$ cat src/rtl/stream_fifo_flex.sv
// stream_fifo_flex: valid/ready stream FIFO with any depth >= 2, a push into
// a full FIFO when a pop happens in the same cycle, a synchronous flush, and
// level / almost-full / almost-empty status taken from the registered count.
module stream_fifo_flex #(
    parameter  int unsigned WIDTH      = 8,
    parameter  int unsigned DEPTH      = 8,
    parameter  int unsigned AFULL_THR  = DEPTH - 1,
    parameter  int unsigned AEMPTY_THR = 1,
    localparam int unsigned LW         = $clog2(DEPTH + 1)
) (
    input  logic             clk_i,
    input  logic             rst_ni,
    input  logic             flush_i,
    input  logic             up_valid,
    input  logic [WIDTH-1:0] up_data,
    output logic             up_ready,
    output logic             down_valid,
    output logic [WIDTH-1:0] down_data,
    input  logic             down_ready,
    output logic [LW-1:0]    level_o,
    output logic             almost_full_o,
    output logic             almost_empty_o
);

    localparam int unsigned PW = (DEPTH > 1) ? $clog2(DEPTH) : 1;

    logic [WIDTH-1:0] r_mem [DEPTH];
    logic [PW-1:0]    r_wr_ptr;
    logic [PW-1:0]    r_rd_ptr;
    logic [LW-1:0]    r_count;

    logic             w_push;
    logic             w_pop;
    logic             w_full;
    logic             w_empty;

    // The last entry wraps to 0 by an explicit compare, so any DEPTH works.
    function automatic logic [PW-1:0] ptr_inc(input logic [PW-1:0] ptr);
        return (ptr == PW'(DEPTH - 1)) ? '0 : ptr + PW'(1);
    endfunction

    // Handshake gating; a full FIFO still accepts when the head leaves this cycle.
    always_comb begin
        w_full     = (r_count == LW'(DEPTH));
        w_empty    = (r_count == '0);
        down_valid = !w_empty && !flush_i;
        up_ready   = !flush_i && (!w_full || down_ready);
        w_pop      = down_valid && down_ready;
        w_push     = up_valid && up_ready;
    end

    // Pointer and count state; flush wins over any handshake.
    always_ff @(posedge clk_i or negedge rst_ni) begin
        if (!rst_ni) begin
            r_wr_ptr <= '0;
            r_rd_ptr <= '0;
            r_count  <= '0;
        end else if (flush_i) begin
            r_wr_ptr <= '0;
            r_rd_ptr <= '0;
            r_count  <= '0;
        end else begin
            if (w_push) begin
                r_wr_ptr <= ptr_inc(r_wr_ptr);
            end
            if (w_pop) begin
                r_rd_ptr <= ptr_inc(r_rd_ptr);
            end
            if (w_push && !w_pop) begin
                r_count <= r_count + LW'(1);
            end else if (w_pop && !w_push) begin
                r_count <= r_count - LW'(1);
            end
        end
    end

    // Storage array; contents are don't-care until written, so no reset.
    always_ff @(posedge clk_i) begin
        if (w_push) begin
            r_mem[r_wr_ptr] <= up_data;
        end
    end

    // First-word-fall-through head and status compares on the registered count.
    always_comb begin
        down_data      = r_mem[r_rd_ptr];
        level_o        = r_count;
        almost_full_o  = (r_count >= LW'(AFULL_THR));
        almost_empty_o = (r_count <= LW'(AEMPTY_THR));
    end

endmodule

$ cat config.mk
export PLATFORM = sky130hd
export DESIGN_NAME = stream_fifo_flex
export DESIGN_NICKNAME = d
export VERILOG_FILES = /design/src/rtl/stream_fifo_flex.sv
export SDC_FILE = /design/constraint.sdc
export NUM_CORES = 1
export LEC_CHECK = 0
export CORE_UTILIZATION = 40
export CTS_CLUSTER_DIAMETER = 50
export DETAILED_ROUTE_END_ITERATION = 10
export PLACE_DENSITY_LB_ADDON = 0.15
export SLEW_MARGIN = 5
export SYNTH_ARGS = -nofsm -noshare
export SYNTH_HDL_FRONTEND = slang
export SYNTH_SLANG_ARGS = --single-unit
$ cat constraint.sdc
create_clock -name clk_i -period 5.65 [get_ports clk_i]
set_input_delay 1.13 -clock clk_i [delete_from_list [all_inputs] [get_ports clk_i]]
set_output_delay 1.13 -clock clk_i [all_outputs]
set_load 0.1 [all_outputs]
==> out/qor.txt, run 1 <==
filler cell count - 645
Clk Tree Root Cell - clkbuf_8
Critical Path Sink Type - primary output
area share of the largest cell type after synthesis - 0.5887
Slowest Stage Delay on Critical Path - 1.08 ns
number of hold buffers added after cts - 0
average cell area after synthesis - 17.36 sq um
initial core utilization - 0.4181
deepest level of the CTS H-tree - 3
global-route usage over all layers - 0.1591
Final #Nets - 238
slowest stage cell on the critical path - dfrtp_1
area of the multi-input gates - 999.7 sq um
min Tclk post-route - 4.428 ns
number of library cell types mapped by synthesis - 45
antenna fix cells - 0
count of vias placed by the detailed router - 1707
total power draw - 1.934 mW
initial drt markers - 65
register area - 2172 sq um
Final Cell Area - 3844 sq um
global route overflow - 0
fraction of the cycle the final worst path needs - 0.7838
share of the yosys chip area belonging to registers - 0.6654
horizontal extent of the die - 92.34 um
most used cells in the layout excluding fill and tap cells - 64 x edfxtp_1, 28 x clkdlybuf4s50_1, 16 x mux4_2
Seq cells post-synth - 74
register share of total power - 0.359
worst slew slack as a fraction of its limit - 0.2613
syn nets - 209
Setup-failing EPs final - 0
residual DRC count - 0
vias in the first global route - 1807
share of total power consumed by net switching - 0.3989
Crit Path Category - flip-flop to primary output
proportion of power drawn by the clock network - 0.242
total buffers and inverters traversed by the critical path - 1
GP Congestion - 0.8605
count of standard-cell rows - 32
slew at the pin with the worst max-slew slack - 1.108 ns
area of the mapped netlist - 3264 sq um
critical path cell sequence - mux4_2, mux2_2, clkdlybuf4s50_1
clock sink count - 74
Final Max Slew Viols - 0
final count of hold timing violations - 0
Async S/R FF share, synth - 0.1351
number of cells in the design after placement - 308
number of ports placed on the die boundary - 29
static leakage - 1.297 nW
total of max-cap violations - 0
Synthesis Warnings - 0
internal power contribution - 1.163 mW
Clock Latency Late Sink - 0.34 ns
Post-synth EDFFs - 64
clock tree from TritonCTS - built
instance area at placement - 3606 sq um
Max Root-Sink Buffers - 2
Die Ht - 92.34 um
Routed WL per cell - 18.78 um
maximum frequency from static timing analysis - 0.2258 GHz
number of antenna violations at the first check in global routing - 0
Die Footprint - 8526 sq um
router iterations before antenna repair - 4
global-route wire length before repair - 9853 um
TritonCTS Buffers - 9
setup tns final - 0 ns
largest fanout on the critical path - 18
power per standard cell area - 503.2 nW/um^2
synthesized netlist cell count - 188
most frequent standard cell in the layout excluding fill and tap cells - edfxtp_1
maximum number of pins on one net before global-route repair - 19
outcome - finished, final reports clean
cell types with the largest area share after synthesis - edfxtp_1 59%, mux4_2 11%, dfrtp_1 7.7%, ha_1 3.1%, mux2_2 2.8%
Yosys top cell by area - edfxtp_1
Syn-to-layout area delta - 17.75%
setup fix buffers added after clock tree synthesis - 0
routed wire length - 6085 um
CTS resizes - 0
critical path's top delay family - flip-flops
core box area - 7807 sq um
required time at the worst-slack endpoint - 4.52 ns
post-route insts no fill - 324
remaining antenna violation count after routing - 0
Clock Skew - 0.009369 ns
setup repair after global routing missed its margin - false
predominant post-synthesis flop cell - edfxtp_1
VDD IR max - 302.6 uV
category of the worst setup path launch point - flip-flop
DR vias/cell - 5.269
HPWL Detailed - 3979 um
fraction of final layout cells sized beyond drive strength 1 - 0.2297
net switching power - 0.7716 mW
Arr. time, crit path - 3.30 ns
Hold WC Path Type - flip-flop to flip-flop
number of port buffers - 28
relative contribution of combinational cells to total power - 0.398
clock-pin slew of the registers on the worst-case setup and hold paths - 0.08 ns
==> metal layers <==
metal,part of all wire,vias up,track usage,routed length (um)
met5,0,-,0,0
met4,0.019,0,0.07682,116
met3,0.033,13,0.03120,202
met2,0.50,42,0.2519,3050
met1,0.45,856,0.2110,2716
li1,-,796,-,-
==> tightest hold or removal path, delay by kind of cell, from the launching register on <==
| kind | cells | cell delay, ns |
|---|---|---|
| compound gates | 1 | 0.07 |
| flops | 1 | 0.42 |
| simple gates | 1 | 0.08 |
==> cell usage after synthesis (2+ instances only) <==
cell       n
nor2b_1    2
nor2_1    13
nor3_1     3
nand2b_1   3
edfxtp_1  64
mux2_2     8
mux4_2    16
mux2i_1    3
buf_2      2
dfrtp_1   10
a21oi_1    2
o21a_1     2
o21ai_0    3
nand3b_1   2
buf_1      2
inv_1      5
ha_1       8
nand2_1   10
buf_6      4
==> state kept, by name, summed over array words and instances, names as in the netlist <==
signal / flops
level_o: 4
r_rd_ptr: 3
r_mem: 64
r_wr_ptr: 3
==> power by group through the flow <==
stage	clock network (mW)	registers [mW]	logic, mW
2_1_floorplan	0	0.731	0.611
6_report	0.468	0.695	0.771
4_1_cts	0.475	0.699	0.774
5_1_grt	0.497	0.706	0.806
3_5_place_dp	0	0.711	0.772
3_3_place_gp	0	0.706	0.757
==> area by class of cell <==
type	count	share of cell area
Clock buffer	12	0.04297
Clock inverter	4	0.01888
Inverter	5	0.004883
Multi-Input combinational cell	98	0.2601
Sequential cell	74	0.5651
Tap cell	102	0.03320
Timing Repair Buffer	29	0.07487
==> per-stage QoR <==
step / hold WS, ns / worst slack [ns] / utilization
2_1_floorplan: 0.5562 / 1.503 / -
3_3_place_gp: 0.5747 / 1.321 / 0.4619
3_5_place_dp: 0.5914 / 1.263 / 0.4619
4_1_cts: 0.6057 / 1.123 / 0.4923
5_1_grt: 0.6345 / 1.016 / 0.4923
6_report: 0.6124 / 1.222 / 0.4923
==> path summary, 6_finish.rpt <==
check                                        start                       to  slack (ns)  cells after the start
min                        r_wr_ptr[0]$_DFFE_PN0P_  r_wr_ptr[0]$_DFFE_PN0P_        0.61                      2
min reg2reg                r_wr_ptr[0]$_DFFE_PN0P_  r_wr_ptr[0]$_DFFE_PN0P_        0.61                      2
max reg2reg                 level_o[0]$_DFFE_PN0P_    r_mem[4][1]$_DFFE_PP_        2.88                      6
max                        r_rd_ptr[0]$_DFFE_PN0P_             down_data[1]        1.22                      3
max in group asynchronous                   rst_ni  r_wr_ptr[1]$_DFFE_PN0P_        4.19                      1
min in group asynchronous                   rst_ni  r_rd_ptr[0]$_DFFE_PN0P_        1.12                      1
==> logic make-up (layout without fill, tap and decap cells) <==
family | after synthesis | count (layout) | share of synthesized area
fa+ha+maj | 8 | 8 | 0.03066
buf+inv | 16 | 50 | 0.02990
xor+xnor | 2 | 2 | 0.005367
compound gates | 22 | 22 | 0.05865
mux | 28 | 28 | 0.1518
simple gates | 38 | 38 | 0.05826
flops | 74 | 74 | 0.6654
Note: power is estimated with default switching activity, not from simulation.
==> inputs of run 2 (changes only) <==
- clock period: 5.65 -> 4.05 ns (I/O delays scaled with it)
==> run 2 against run 1 <==
Net effect: first-iteration DRC count rose by 66%; critical path depth did not move; die area stayed put; worst setup slack got worse by 0.55 ns; utilization up 0.18 points; critical path type unchanged; non-clock buffer count increased by 6; global-route usage decreased by 0.22 points; cell area up 0.36%; hold slack worse by 0.0020 ns; critical endpoint is now down_data[4].
==> out/qor.txt, run 2 (synthesis results as in run 1) <==
required time at the worst-slack endpoint - 3.24 ns (-1.28 ns)
core box area - 7807 sq um (unchanged)
horizontal extent of the die - 92.34 um (unchanged)
min Tclk post-route - 3.375 ns
Clock Latency Late Sink - 0.33 ns (about the same)
initial drt markers - 108 (+66%)
slew at the pin with the worst max-slew slack - 1.137 ns (+0.02886 ns)
FF-to-FF End - r_mem[6][0]$_DFFE_PP_
count of standard-cell rows - 32 (unchanged)
worst slack on hold paths - 0.6104 ns (-0.002018 ns)
Final #Nets - 244 (+2.5%)
router iterations before antenna repair - 4 (unchanged)
startpoint of the most critical hold path - r_wr_ptr[0]$_DFFE_PN0P_
worst-case register-to-register setup slack - 1.57 ns (-1.31 ns)
global-route wire length before repair - 9770 um (-0.84%)
remaining antenna violation count after routing - 0 (unchanged)
number of hold buffers added after cts - 0 (unchanged)
end of the worst hold path - r_wr_ptr[0]$_DFFE_PN0P_
Hold WC Path Type - flip-flop to flip-flop
Max Root-Sink Buffers - 2 (unchanged)
start of the worst register-to-register path - level_o[0]$_DFFE_PN0P_
fraction of final layout cells sized beyond drive strength 1 - 0.2851 (+0.05536)
residual DRC count - 0 (unchanged)
initial core utilization - 0.4181 (unchanged)
category of the worst setup path launch point - flip-flop
setup fix buffers added after clock tree synthesis - 0 (unchanged)
GP Congestion - 0.8801 (+2.3%)
maximum number of pins on one net before global-route repair - 19 (unchanged)
Final Max Slew Viols - 0 (unchanged)
fraction of the cycle the final worst path needs - 0.8332
number of ports placed on the die boundary - 29 (unchanged)
number of port buffers - 28 (unchanged)
largest fanout on the critical path - 18 (unchanged)
DR vias/cell - 5.370 (+1.9%)
Setup-failing EPs final - 0 (unchanged)
Arr. time, crit path - 2.56 ns (-0.74 ns)
final count of hold timing violations - 0 (unchanged)
Critical Path Sink Type - primary output
Clock Skew - 0.007116 ns (-0.002253 ns)
Worst Reg-to-Reg Cells - 6 (unchanged)
register name with the most flops - r_mem
number of flip-flops under the largest register name - 64 (unchanged)
number of antenna violations at the first check in global routing - 0 (unchanged)
Die Ht - 92.34 um (unchanged)
Syn-to-layout area delta - 18.17%
most used cells in the layout excluding fill and tap cells - 64 x edfxtp_1, 18 x buf_4, 17 x clkdlybuf4s50_1
maximum frequency from static timing analysis - 0.2963 GHz
count of vias placed by the detailed router - 1772 (+3.8%)
global route overflow - 0 (unchanged)
VDD IR max - 264.0 uV (-13%)
setup repair after global routing missed its margin - false
Crit Path Category - flip-flop to primary output
Clk Tree Root Cell - clkbuf_8
clock tree from TritonCTS - built
clock-pin slew of the registers on the worst-case setup and hold paths - 0.08 ns (about the same)
setup tns final - 0 ns (unchanged)
worst slew slack as a fraction of its limit - 0.2421 (-0.01924)
count of cells along the worst hold path - 2 (unchanged)
most frequent standard cell in the layout excluding fill and tap cells - edfxtp_1
total of max-cap violations - 0 (unchanged)
clock sink count - 74 (unchanged)
global-route usage over all layers - 0.1568 (-0.002242)
TritonCTS Buffers - 9 (unchanged)
Die Footprint - 8526 sq um (unchanged)
outcome - finished, final reports clean
static leakage - 1.336 nW (+3.0%)
Routed WL per cell - 18.57 um (-1.1%)
HPWL Detailed - 4254 um (+6.9%)
CTS resizes - 0 (unchanged)
power per standard cell area - 701.1 nW/um^2 (+39%)
antenna fix cells - 0 (unchanged)
routed wire length - 6129 um (+0.72%)
deepest level of the CTS H-tree - 3 (unchanged)
vias in the first global route - 1826 (+1.1%)
run 2: area by class of cell:
cell class,count,area [sq um]
flip-flops and latches,74,2172
repair buffers,35,305.3
well taps,102,127.6
inverters,5,18.77
clock inverters,7,115.1
clock buffers,9,123.9
multi-input cells,98,994.7
fillers,667,3950
run 2: worst max-delay path by stage:
stage / end / start / slack [ns] / depth (start not counted)
2_1_floorplan: up_ready / level_o[1]$_DFFE_PN0P_ / 0.22 / 6
3_3_place_gp: r_mem[4][6]$_DFFE_PP_ / flush_i / 0.85 / 5
3_5_place_dp: r_mem[6][0]$_DFFE_PP_ / flush_i / 0.72 / 5
4_1_cts: down_data[4] / r_rd_ptr[0]$_DFFE_PN0P_ / 0.56 / 3
5_1_grt: down_data[4] / r_rd_ptr[0]$_DFFE_PN0P_ / 0.45 / 3
6_report: down_data[4] / r_rd_ptr[0]$_DFFE_PN0P_ / 0.68 / 3
run 2: power breakdown:
group	switching (mW)	internal (mW)
sequential	0.104	0.866
combinational	0.713	0.344
clock	0.267	0.410
total	1.08	1.62
run 2: per-stage QoR:
step / util / setup slack [ns] / area, sq um / std cells / power [mW]
after floorplan: - / 0.2231 / 3264 / 188 / 1.872
after CTS: 0.4941 / 0.5577 / 3857 / 330 / 2.730
after global placement: 0.4635 / 0.8548 / 3618 / 314 / 2.034
final: 0.4941 / 0.6754 / 3857 / 330 / 2.705
after global routing: 0.4941 / 0.4487 / 3857 / 330 / 2.814
after detailed placement: 0.4635 / 0.7250 / 3618 / 314 / 2.054
run 2: critical path, stage by stage, from the launching register on:
cell     delay [ns]
dfrtp_1        1.10
mux4_2         0.61
mux2_2         0.29
buf_4          0.24
run 2: layer usage:
metal	vias to the layer above	wire length, um	GRT usage
met2	60	3003	0.2463
met3	15	321	0.02791
met5	-	0	0
met1	891	2659	0.2167
li1	806	-	-
met4	0	145	0.06380
